[src/rtl/load_store_unit.sv]
// Load/store unit between a single-cycle core and a word-addressed data memory.
// Handles byte/half/word loads with extension and sub-word stores via read-modify-write.
module load_store_unit (
    input  logic        clk,
    input  logic        rst_n,
    input  logic        req_valid,
    output logic        req_ready,
    input  logic        req_we,
    input  logic [2:0]  req_funct3,
    input  logic [31:0] req_addr,
    input  logic [31:0] req_wdata,
    output logic        resp_valid,
    output logic [31:0] resp_rdata,
    output logic        resp_err,
    output logic [31:0] mem_A,
    output logic [31:0] mem_WD,
    output logic        mem_WE,
    input  logic [31:0] mem_RD
);

    typedef enum logic [2:0] {
        IDLE   = 3'd0,
        LOAD   = 3'd1,
        RMW_RD = 3'd2,
        WRITE  = 3'd3,
        RESP   = 3'd4
    } state_t;

    state_t      state_r;
    logic        ready_r;
    logic        resp_valid_r;
    logic [31:0] resp_rdata_r;
    logic        resp_err_r;
    logic [31:0] addr_r;
    logic [2:0]  funct3_r;
    logic        we_r;
    logic [31:0] wdata_r;
    logic [31:0] mem_wd_r;

    // Misalignment and illegal-encoding detection; such requests never reach memory.
    function automatic logic is_err(input logic we, input logic [2:0] f3, input logic [1:0] off);
        logic e;
        e = 1'b1;
        case (f3)
            3'b000:  e = 1'b0;
            3'b001:  e = off[0];
            3'b010:  e = (off != 2'b00);
            3'b100:  e = we;
            3'b101:  e = we | off[0];
            default: e = 1'b1;
        endcase
        return e;
    endfunction

    function automatic logic [31:0] load_extend(input logic [2:0] f3, input logic [1:0] off,
                                                input logic [31:0] word);
        logic [31:0] byte_s;
        logic [31:0] half_s;
        logic [31:0] res;
        byte_s = word >> {off, 3'b000};
        half_s = word >> {off[1], 4'b0000};
        case (f3)
            3'b000:  res = {{24{byte_s[7]}}, byte_s[7:0]};
            3'b001:  res = {{16{half_s[15]}}, half_s[15:0]};
            3'b010:  res = word;
            3'b100:  res = {24'd0, byte_s[7:0]};
            3'b101:  res = {16'd0, half_s[15:0]};
            default: res = 32'd0;
        endcase
        return res;
    endfunction

    // Replace the addressed little-endian lane of the old word with the store data.
    function automatic logic [31:0] store_merge(input logic [2:0] f3, input logic [1:0] off,
                                                input logic [31:0] old, input logic [31:0] wdata);
        logic [31:0] mask_s;
        logic [31:0] data_s;
        case (f3)
            3'b000: begin
                mask_s = 32'h0000_00FF << {off, 3'b000};
                data_s = {24'd0, wdata[7:0]} << {off, 3'b000};
            end
            3'b001: begin
                mask_s = 32'h0000_FFFF << {off[1], 4'b0000};
                data_s = {16'd0, wdata[15:0]} << {off[1], 4'b0000};
            end
            default: begin
                mask_s = 32'hFFFF_FFFF;
                data_s = wdata;
            end
        endcase
        return (old & ~mask_s) | (data_s & mask_s);
    endfunction

    // Request FSM with registered response and write-data outputs.
    always_ff @(posedge clk) begin
        if (!rst_n) begin
            state_r      <= IDLE;
            ready_r      <= 1'b1;
            resp_valid_r <= 1'b0;
            resp_rdata_r <= 32'd0;
            resp_err_r   <= 1'b0;
            addr_r       <= 32'd0;
            funct3_r     <= 3'd0;
            we_r         <= 1'b0;
            wdata_r      <= 32'd0;
            mem_wd_r     <= 32'd0;
        end else begin
            case (state_r)
                IDLE: begin
                    resp_valid_r <= 1'b0;
                    resp_rdata_r <= 32'd0;
                    resp_err_r   <= 1'b0;
                    if (req_valid && ready_r) begin
                        addr_r   <= req_addr;
                        funct3_r <= req_funct3;
                        we_r     <= req_we;
                        wdata_r  <= req_wdata;
                        ready_r  <= 1'b0;
                        if (is_err(req_we, req_funct3, req_addr[1:0])) begin
                            state_r      <= RESP;
                            resp_valid_r <= 1'b1;
                            resp_err_r   <= 1'b1;
                        end else if (!req_we) begin
                            state_r <= LOAD;
                        end else if (req_funct3 == 3'b010) begin
                            state_r  <= WRITE;
                            mem_wd_r <= req_wdata;
                        end else begin
                            state_r <= RMW_RD;
                        end
                    end
                end
                LOAD: begin
                    resp_rdata_r <= load_extend(funct3_r, addr_r[1:0], mem_RD);
                    resp_valid_r <= 1'b1;
                    state_r      <= RESP;
                end
                RMW_RD: begin
                    mem_wd_r <= store_merge(funct3_r, addr_r[1:0], mem_RD, wdata_r);
                    state_r  <= WRITE;
                end
                WRITE: begin
                    resp_valid_r <= 1'b1;
                    state_r      <= RESP;
                end
                RESP: begin
                    resp_valid_r <= 1'b0;
                    resp_rdata_r <= 32'd0;
                    resp_err_r   <= 1'b0;
                    ready_r      <= 1'b1;
                    state_r      <= IDLE;
                end
                default: begin
                    resp_valid_r <= 1'b0;
                    resp_rdata_r <= 32'd0;
                    resp_err_r   <= 1'b0;
                    ready_r      <= 1'b1;
                    state_r      <= IDLE;
                end
            endcase
        end
    end

    // Gating the strobe with rst_n lets a reset in the WRITE cycle cancel the write.
    assign mem_WE     = (state_r == WRITE) && rst_n;
    assign mem_A      = {addr_r[31:2], 2'b00};
    assign mem_WD     = mem_wd_r;
    assign req_ready  = ready_r;
    assign resp_valid = resp_valid_r;
    assign resp_rdata = resp_rdata_r;
    assign resp_err   = resp_err_r;

    // we_r is kept for observability of the latched request.
    logic unused_s;
    assign unused_s = we_r;

endmodule

[config.mk]
export PLATFORM = sky130hd
export DESIGN_NAME = load_store_unit
export DESIGN_NICKNAME = d
export VERILOG_FILES = /design/src/rtl/load_store_unit.sv
export SDC_FILE = /design/constraint.sdc
export NUM_CORES = 1
export LEC_CHECK = 0
export BUFFER_PORTS_ARGS = -buffer_cell sky130_fd_sc_hd__buf_2
export CORE_MARGIN = 2
export CORE_UTILIZATION = 55
export DETAILED_ROUTE_END_ITERATION = 8
export PLACE_DENSITY = 0.85
export REMOVE_ABC_BUFFERS = 1
export SKIP_LAST_GASP = 1
export SLEW_MARGIN = 5
export SYNTH_ARGS = -nofsm -noshare
export SYNTH_HDL_FRONTEND = slang
export SYNTH_SLANG_ARGS = --single-unit
[constraint.sdc]
create_clock -name clk -period 4.05 [get_ports clk]
set_clock_uncertainty 0.1 [all_clocks]
set_input_delay 0.405 -clock clk [delete_from_list [all_inputs] [get_ports clk]]
set_output_delay 0.405 -clock clk [all_outputs]
set_load 0.01 [all_outputs]
Yosys cells after proc, flatten, opt, wreduce, memory -nomap -nowiden
Cells that the tools add are included.

Register bits after elaboration: 137. Bits of input ports: 103. Output and inout port bits: 100. Logic and storage cells: 77.

Eq/ne operators: 15. Shifts and indexed selects: 6. Mux-type cells: 28. Bitwise operators: 6. Reductions and logical operators: 13.

Operator list (count): 32-bit two-way mux (8); 32-bit one-hot mux with 2 select lines (4); 32-bit one-hot mux with 5 select lines (1); 32-bit bitwise AND (2); 32-bit NOT (1); 32-bit bitwise OR (1); 16-bit by 5-bit << shifter with 32-bit output (1); 16-bit by 5-bit << shifter with 32-bit output, first input constant (1); 8-bit by 5-bit << shifter with 32-bit output (1); 8-bit by 5-bit << shifter with 32-bit output, first input constant (1); 32-bit by 5-bit right shift with 16-bit output (1); 32-bit by 5-bit right shift with 8-bit output (1); 3-bit by 2-bit equality test with 1-bit output, second input constant (4); 3-bit equality test, second input constant (4); 3-bit by 1-bit equality test with 1-bit output, second input constant (3); 3-bit logical NOT (3); 3-bit one-hot mux with 3 select lines (1); 2-bit inequality test, second input constant (4); 1-bit two-way mux (7); 3-bit two-way mux (2); 1-bit one-hot mux with 5 select lines (1); 5-bit AND reduction (1); 1-bit one-hot mux with 2 select lines (2); 2-bit AND reduction (2); other kinds (8) (11).

Logic depth before layout (Yosys ltp)
Gate-level depths: netlist (run 1).

Depth after elaboration: 8. Mapped depth: 8. Mapped depth without buffers: 5.

Least setup slack after synthesis (run 1)
Ideal clock, no wire load.

Kind: input port to flip-flop. Start point: in req_addr[0]. End point: reg mem_wd_r[22], in the netlist mem_WD[22]. Library setup time: 116 ps. Arrival: 1878 ps. Data required time: 3834 ps. Slack: 1956 ps. Stages: 6. Buffers on the path: 1. Cells stage by stage: a221oi_1 -> o21ai_1 -> nor3_4 -> buf_6 -> mux2_2 -> o211a_1.

Longest elaborated chain between the ends: 7. Elaborated cells on any way between the ends: 8. Those cells by class: eq/ne (1); mux (4); bitwise (1); reduce/logical (2).

RTL lines: start: declaration (line 10) `input logic [31:0] req_addr,`; 1-bit bitwise OR / 2-bit nonzero test (equally long branches) (line 49, 47); 1-bit one-hot mux with 5 select lines (*) (line 44) `case (f3)`; 1-bit two-way mux (*) (line 114) `if (req_valid && ready_r) begin`; 1-bit two-way mux (*) (line 109) `case (state_r)`; 1-bit two-way mux (*) (line 97) `if (!rst_n) begin`; 2-bit inequality test (no source line) (*); 5-bit AND reduction (no source line) (*); end signal: assignment (line 128) `mem_wd_r <= req_wdata;`; end signal: assignment (line 140) `mem_wd_r <= store_merge(funct3_r, addr_r[1:0], mem_RD, wdata_r);`; end: declaration (line 38) `logic [31:0] mem_wd_r;`.

Every way passes the cells marked *; elsewhere a longest branch is shown, timed or not. The select of a mux whose other input is x is not followed. A chain may end at the register's enable or synchronous reset.

Worst setup path after layout (run 1)
Start point: reg funct3_r[0]. End point: reg mem_wd_r[2], in the netlist mem_WD[2].

Longest elaborated chain between the ends: 8. Elaborated cells on any way between the ends: 13. Those cells by class: eq/ne (1); mux (7); bitwise (4); reduce/logical (1).

RTL lines: start: declaration (line 35) `logic [2:0] funct3_r;`; start signal: assignment (line 116) `funct3_r <= req_funct3;`; 3-bit by 1-bit equality test with 1-bit output / 3-bit logical NOT (equally long branches) (line 78) `case (f3)`; 32-bit one-hot mux with 2 select lines (line 78); 32-bit two-way mux (line 109); 32-bit two-way mux (line 97); 32-bit NOT (line 92) `return (old & ~mask_s) | (data_s & mask_s);`; 32-bit bitwise AND (line 92); 32-bit bitwise OR (*) (line 92); 32-bit one-hot mux with 2 select lines (*) (line 109).

Marks and branches as above.

==> impl_metrics.csv, run 1 <==
group,metric,value,unit
global_routing,grt_max_degree,65,
logic_synthesis,ys_warn_count,0,
logic_synthesis,ys_seq_area_frac,0.427,
placement,io_buffer_count,200,
layout,nFillCells,973,
power,vdd_drop_max,378,uV
clocking,cts_tree,"yes",
logic_synthesis,yosysTopAreaCell,"dfxtp_1",
power,leakage,3.46,nW
logic_synthesis,synth_edf_count,0,
setup_path,worstSetupPathType,"flip-flop to flip-flop",
detailed_routing,dr.pass1.iters,5,
hold_path,worstHoldStart,"req_addr[19]",
clocking,htreeDepth,4,
layout,drive_gt1_frac,0.281,
logic_synthesis,yosysTopAreaCellShare,0.427,
placement,place.gp.congestion,0.861,
setup_path,cp_max_fo,27,
setup_path,required,4.23,ns
clocking,cts_hold_buf,0,
global_routing,antenna_found_initial,2,
detailed_routing,route.detailed.drc,0,
clocking,clk_pin_slew,0.06,ns
layout,multiInputGateArea,0.00312,mm2
setup_path,crit_buf_inv,0,
layout,instances_no_fill,1099,
logic_synthesis,synth-async-reset-ratio,0,
setup_path,slowest_delay,0.87,ns
die,dieArea,0.0126,mm2
logic_synthesis,synth.most_common_cell,"nand2_1",
die,io_pins,203,
logic_synthesis,syn_area,0.00643,mm2
setup_path,cp_cell_sequence,"nand2b_1 -> a21o_1 -> mux2_2 -> o21ai_0 -> a31oi_1",
layout,layout.nets,1047,
sta,finalHoldViolCount,0,
global_routing,grt_pass1_wl,29.9,mm
sta,hold_ws,0.119,ns
clocking,numCtsBuffers,17,
die,die_w,112,um
sta,timing.final.crit_share,0.673,
sta,relSlewSlack,0.261,
setup_path,cp-start-kind,"flip-flop",
setup_path,r2r_cells,5,
logic_synthesis,synthCells,812,
placement,dp.cells,1068,
logic_synthesis,avgSynthCellArea,7.92,um2
logic_synthesis,synth.top_cells.by_area,"dfxtp_1 43%, nand2_1 12%, a21oi_1 8.3%",
placement,dpl.hpwl,12.9,mm
die,row_count,39,
detailed_routing,vias,6484,
logic_synthesis,synth_common_cells,"206 x nand2_1, 137 x dfxtp_1, 107 x a21oi_1",
global_routing,track_usage,0.296,
logic_synthesis,ys_types,50,
sta,setup-tns-final,0,ns
setup_path,arrival,2.91,ns
hold_path,hold_path_class,"primary input to flip-flop",
setup_path,ff2ff_setup_slack,1.32,ns
die,core,0.0114,mm2
setup_path,slowest_stage,"dfxtp_1",
setup_path,timing.rr.end,"mem_WD[2]",
detailed_routing,postRouteAntennaNets,0,
clocking,postCtsSetupBuffers,0,
layout,seq_area,0.00274,mm2
power,power_density,464,mW/mm2
status,outcome,"finished, final reports clean",
detailed_routing,drtIter0Drc,504,
setup_path,crit_end,"mem_WD[2]",
sta,setup_viol,0,
global_routing,first_global_vias,5930,
sta,rsz0062_at_grt,"no",
logic_synthesis,ys.flop_type,"dfxtp_1",
die,die_y,112,um
clocking,cts_buffer_depth,2,
sta,tightest_slew,1.11,ns
layout,antenna_cells,0,
clocking,clock_latency,0.42,ns
clocking,ctsResizeCount,0,
logic_synthesis,ys_ff_latch,137,
setup_path,path_depth,5,
clocking,cts-root-buf,"clkbuf_16",
setup_path,r2r-start,"funct3_r[0]",
clocking,cts.sinks,137,
die,initial_core_util,0.563,
detailed_routing,wl,18.8,mm
detailed_routing,wire_per_inst,17.1,um
sta,period_needed,2.73,ns
layout,area_delta_synth_final,21.0,%
setup_path,end_kind,"flip-flop",
setup_path,crit_start,"funct3_r[0]",
setup_path,crit_family,"flip-flops",
run,drv_cap,0,
sta,max_freq,367,MHz
sta,slew_viol_final,0,
detailed_routing,viasPerCell,5.90,
global_routing,grt.overflow.total,0,
==> metal layers <==
layer | vias up | GRT usage | share of wire
met5 | - | 0 | 0.00090
met3 | 50 | 0.0848 | 0.094
met4 | 2 | 0.122 | 0.028
met1 | 2972 | 0.387 | 0.42
li1 | 3068 | - | -
met2 | 392 | 0.462 | 0.46
==> worst min-delay path: stages <==
cell     delay (ns)
buf_2          0.09
nand2_1        0.05
a21oi_1        0.05
==> stage by stage <==
step | utilization | total power [W] | setup WS [ns] | area, um2
after floorplan | - | 0.00178 | 0.782 | 5890
after global placement | 0.627 | 0.00198 | 1.46 | 7160
after detailed placement | 0.627 | 0.00199 | 1.39 | 7160
after CTS | 0.681 | 0.00362 | 1.38 | 7780
after global routing | 0.681 | 0.00375 | 1.14 | 7780
final | 0.681 | 0.00361 | 1.32 | 7780
==> how the worst min path moves through the flow <==
stage                     end  cells past startpoint
6_report           addr_r[19]                      3
4_1_cts             addr_r[6]                      3
3_5_place_dp   resp_rdata[31]                      2
3_3_place_gp   resp_rdata[27]                      2
2_1_floorplan     wdata_r[16]                      2
5_1_grt             addr_r[6]                      3
==> area by class of cell <==
cell class                 count  area share
clock inverter                 8      0.0183
timing repair buffer         210       0.138
multi-input combinational    566       0.401
inverter                      12     0.00579
clock buffer                  23      0.0614
tap                          143      0.0230
sequential                   137       0.352
==> sequential cells by signal (all words and copies together) (netlist names) <==
register    count
addr_r         32
funct3_r        3
req_ready       1
mem_WD         32
state_r         3
resp_err        1
resp_valid      1
wdata_r        32
resp_rdata     32
==> where the power goes <==
group	leakage, nW	switching (W)	total, W	internal [W]
clock network	0.303	0.000566	0.00164	0.00107
logic	2.04	0.000310	0.000501	0.000192
registers	1.11	0.0000554	0.00147	0.00141
==> layout by cell type (no fill, tap or decap), drive strengths merged, types with 9 or more instances in the layout <==
cell type / count
a211oi: 10
a21oi: 107
a22o: 10
a22oi: 14
a31oi: 10
buf: 210
clkbuf: 23
dfxtp: 137
inv: 12
mux2: 17
mux2i: 17
nand2: 207
nand3: 11
nor2: 24
o211ai: 9
o21ai: 64
==> logic make-up (layout without fill, tap and decap cells) <==
group                  count (synthesis)  count (layout)  synth area share
buffers and inverters                110             253            0.0909
flip-flops                           137             137             0.427
other                                  1               2          0.000583
multiplexers                          34              34            0.0562
AND/OR/NAND/NOR                      260             260             0.164
AO/OA/AOI/OAI                        270             270             0.262
No activity file was read; power rests on OpenSTA's default activity.
==> inputs of run 2 (changes only) <==
--- a/config.mk
+++ b/config.mk
@@ -7,9 +7,9 @@
 export LEC_CHECK = 0
 export BUFFER_PORTS_ARGS = -buffer_cell sky130_fd_sc_hd__buf_2
 export CORE_MARGIN = 2
-export CORE_UTILIZATION = 55
+export CORE_UTILIZATION = 46
 export DETAILED_ROUTE_END_ITERATION = 8
-export PLACE_DENSITY = 0.85
+export PLACE_DENSITY = 0.76
 export REMOVE_ABC_BUFFERS = 1
 export SKIP_LAST_GASP = 1
 export SLEW_MARGIN = 5
==> constraint.sdc (replaced) <==
create_clock -name clk -period 2.2 [get_ports clk]
set_clock_uncertainty 0.1 [all_clocks]
set_input_delay 0.22 -clock clk [delete_from_list [all_inputs] [get_ports clk]]
set_output_delay 0.22 -clock clk [all_outputs]
set_load 0.01 [all_outputs]
==> impl_metrics.csv, run 2 (synthesis results as in run 1) <==
group,metric,value,unit
die,row_count,43,
sta,setup_viol,0,
global_routing,first_global_vias,6215,
placement,place.gp.congestion,0.907,
setup_path,timing.rr.end,"mem_WD[5]",
placement,dp.cells,1120,
sta,finalHoldViolCount,0,
setup_path,slowest_delay,0.53,ns
power,leakage,3.84,nW
clocking,cts_buffer_depth,2,
layout,drive_gt1_frac,0.278,
global_routing,grt.overflow.total,0,
layout,antenna_cells,0,
power,power_density,779,mW/mm2
clocking,clock_latency,0.42,ns
sta,rsz0062_at_grt,"yes",
layout,layout.nets,1129,
setup_path,r2r_cells,6,
detailed_routing,route.detailed.drc,0,
setup_path,arrival,2.35,ns
power,swShare,0.260,
die,dieArea,0.0149,mm2
power,p_int,0.00500,W
hold_path,hold_path_class,"primary input to flip-flop",
setup_path,end_kind,"flip-flop",
detailed_routing,vias,6726,
sta,setup-tns-final,0,ns
detailed_routing,wire_per_inst,16.8,um
hold_path,hold_depth,3,
sta,max_freq,467,MHz
layout,layout_common_cells,"205 x nand2_1, 200 x buf_2, 137 x dfxtp_1",
detailed_routing,dr.pass1.iters,5,
setup_path,cp-start-kind,"primary input",
die,die_w,122,um
detailed_routing,wl,20.5,mm
setup_path,slowest_stage,"dlygate4sd3_1",
layout,instances_no_fill,1219,
power,p_seq_frac,0.398,
sta,relSlewSlack,0.407,
detailed_routing,drtIter0Drc,505,
hold_path,hold_end,"funct3_r[2]",
global_routing,track_usage,0.271,
global_routing,antenna_found_initial,0,
setup_path,worstSetupPathType,"primary input to flip-flop",
global_routing,grt_max_degree,77,
sta,tightest_slew,0.890,ns
sta,timing.final.crit_share,0.973,
placement,io_buffer_count,200,
setup_path,r2r-start,"funct3_r[2]",
power,clkPwrFrac,0.439,
layout,final_common_cell,"nand2_1",
clocking,cts-root-buf,"clkbuf_16",
setup_path,required,2.41,ns
status,outcome,"finished, final reports clean",
die,io_pins,203,
setup_path,ff2ff_setup_slack,0.12,ns
sta,slew_viol_final,0,
clocking,numCtsBuffers,17,
setup_path,cp_max_fo,20,
die,core,0.0138,mm2
setup_path,crit_family,"buffers and inverters",
die,die_y,122,um
placement,dpl.hpwl,13.4,mm
clocking,cts_tree,"yes",
clocking,cts.sinks,137,
power,p_comb_frac,0.163,
power,vdd_drop_max,699,uV
run,drv_cap,0,
layout,area_delta_synth_final,34.8,%
setup_path,crit_buf_inv,3,
sta,period_needed,2.14,ns
clocking,htreeDepth,4,
detailed_routing,viasPerCell,5.52,
detailed_routing,postRouteAntennaNets,0,
die,initial_core_util,0.467,
clocking,postCtsSetupBuffers,0,
global_routing,grt_pass1_wl,31.5,mm
power,p_sw,0.00175,W
clocking,clk_pin_slew,0.06,ns
setup_path,cp_cell_sequence,"dlygate4sd3_1 -> buf_2 -> a221oi_2 -> o21ai_1 -> nor3_4 -> buf_12 -> mux2_2 -> o211a_1",
hold_path,worstHoldStart,"req_funct3[2]",
-- run 2: changes by cell type in the layout (fill, tap and decap cells not counted), moves of 2 or more --
cell	change
buf_12	+3
clkbuf_8	+2
dlygate4sd3_1	+67
buf_4	+12
clkinv_2	+2
-- run 2: how the worst max path moves through the flow --
stage / end / slack [ns] / startpoint / cells past startpoint
floorplan: mem_WD[15] / -1.07 / state_r[1] / 5
global placement: mem_WD[13] / 0.14 / state_r[2] / 6
detailed placement: mem_WD[13] / 0.15 / state_r[2] / 6
CTS: mem_WD[18] / 0.03 / req_addr[0] / 8
global route: mem_WD[31] / -0.04 / req_funct3[0] / 9
finish: mem_WD[20] / 0.06 / req_addr[0] / 8
-- run 2: metal layers --
metal	global-route usage	wire length, um
met2	0.432	9680
met5	0	0
met3	0.0697	1970
met4	0.112	567
met1	0.350	8320
-- run 2: stage by stage --
stage | util | setup WS, ns | power (W) | hold slack (ns) | cell area [um2]
2_1_floorplan | - | -1.07 | 0.00327 | 0.253 | 5890
5_1_grt | 0.629 | -0.0352 | 0.00700 | 0.0430 | 8670
4_1_cts | 0.628 | 0.0330 | 0.00675 | 0.0143 | 8640
3_3_place_gp | 0.534 | 0.144 | 0.00369 | 0.328 | 7360
3_5_place_dp | 0.534 | 0.146 | 0.00371 | 0.337 | 7360
6_report | 0.629 | 0.0590 | 0.00675 | 0.0371 | 8670
-- run 2: layout make-up --
cell class | count | area, um2
Fill cell | 1201 | 5100
Multi-Input combinational cell | 566 | 3140
Sequential cell | 137 | 2740
Timing Repair Buffer | 292 | 1900
Clock buffer | 24 | 502
Tap cell | 180 | 225
Clock inverter | 8 | 115
Inverter | 12 | 45.0
-- run 2: repair_timing --
item,4_1_cts,5_1_grt
endpoints found under the setup margin,0,23
hold buffers,67,0
endpoints found under the hold margin,81,0
resized for setup,0,4
-- run 2: power by group through the flow --
stage	clock, W	combinational [W]	sequential (W)
2_1_floorplan	0	0.000497	0.00277
4_1_cts	0.00299	0.00107	0.00268
6_report	0.00297	0.00110	0.00268
3_3_place_gp	0	0.000958	0.00273
3_5_place_dp	0	0.000972	0.00273
5_1_grt	0.00310	0.00120	0.00270
-- run 2: worst register-to-register path: cells and delay by family (launching register included) --
kind            cells  cell delay, ns
compound gates      3            0.65
flops               1            0.38
mux                 1            0.38
buf+inv             1            0.22
simple gates        1            0.19
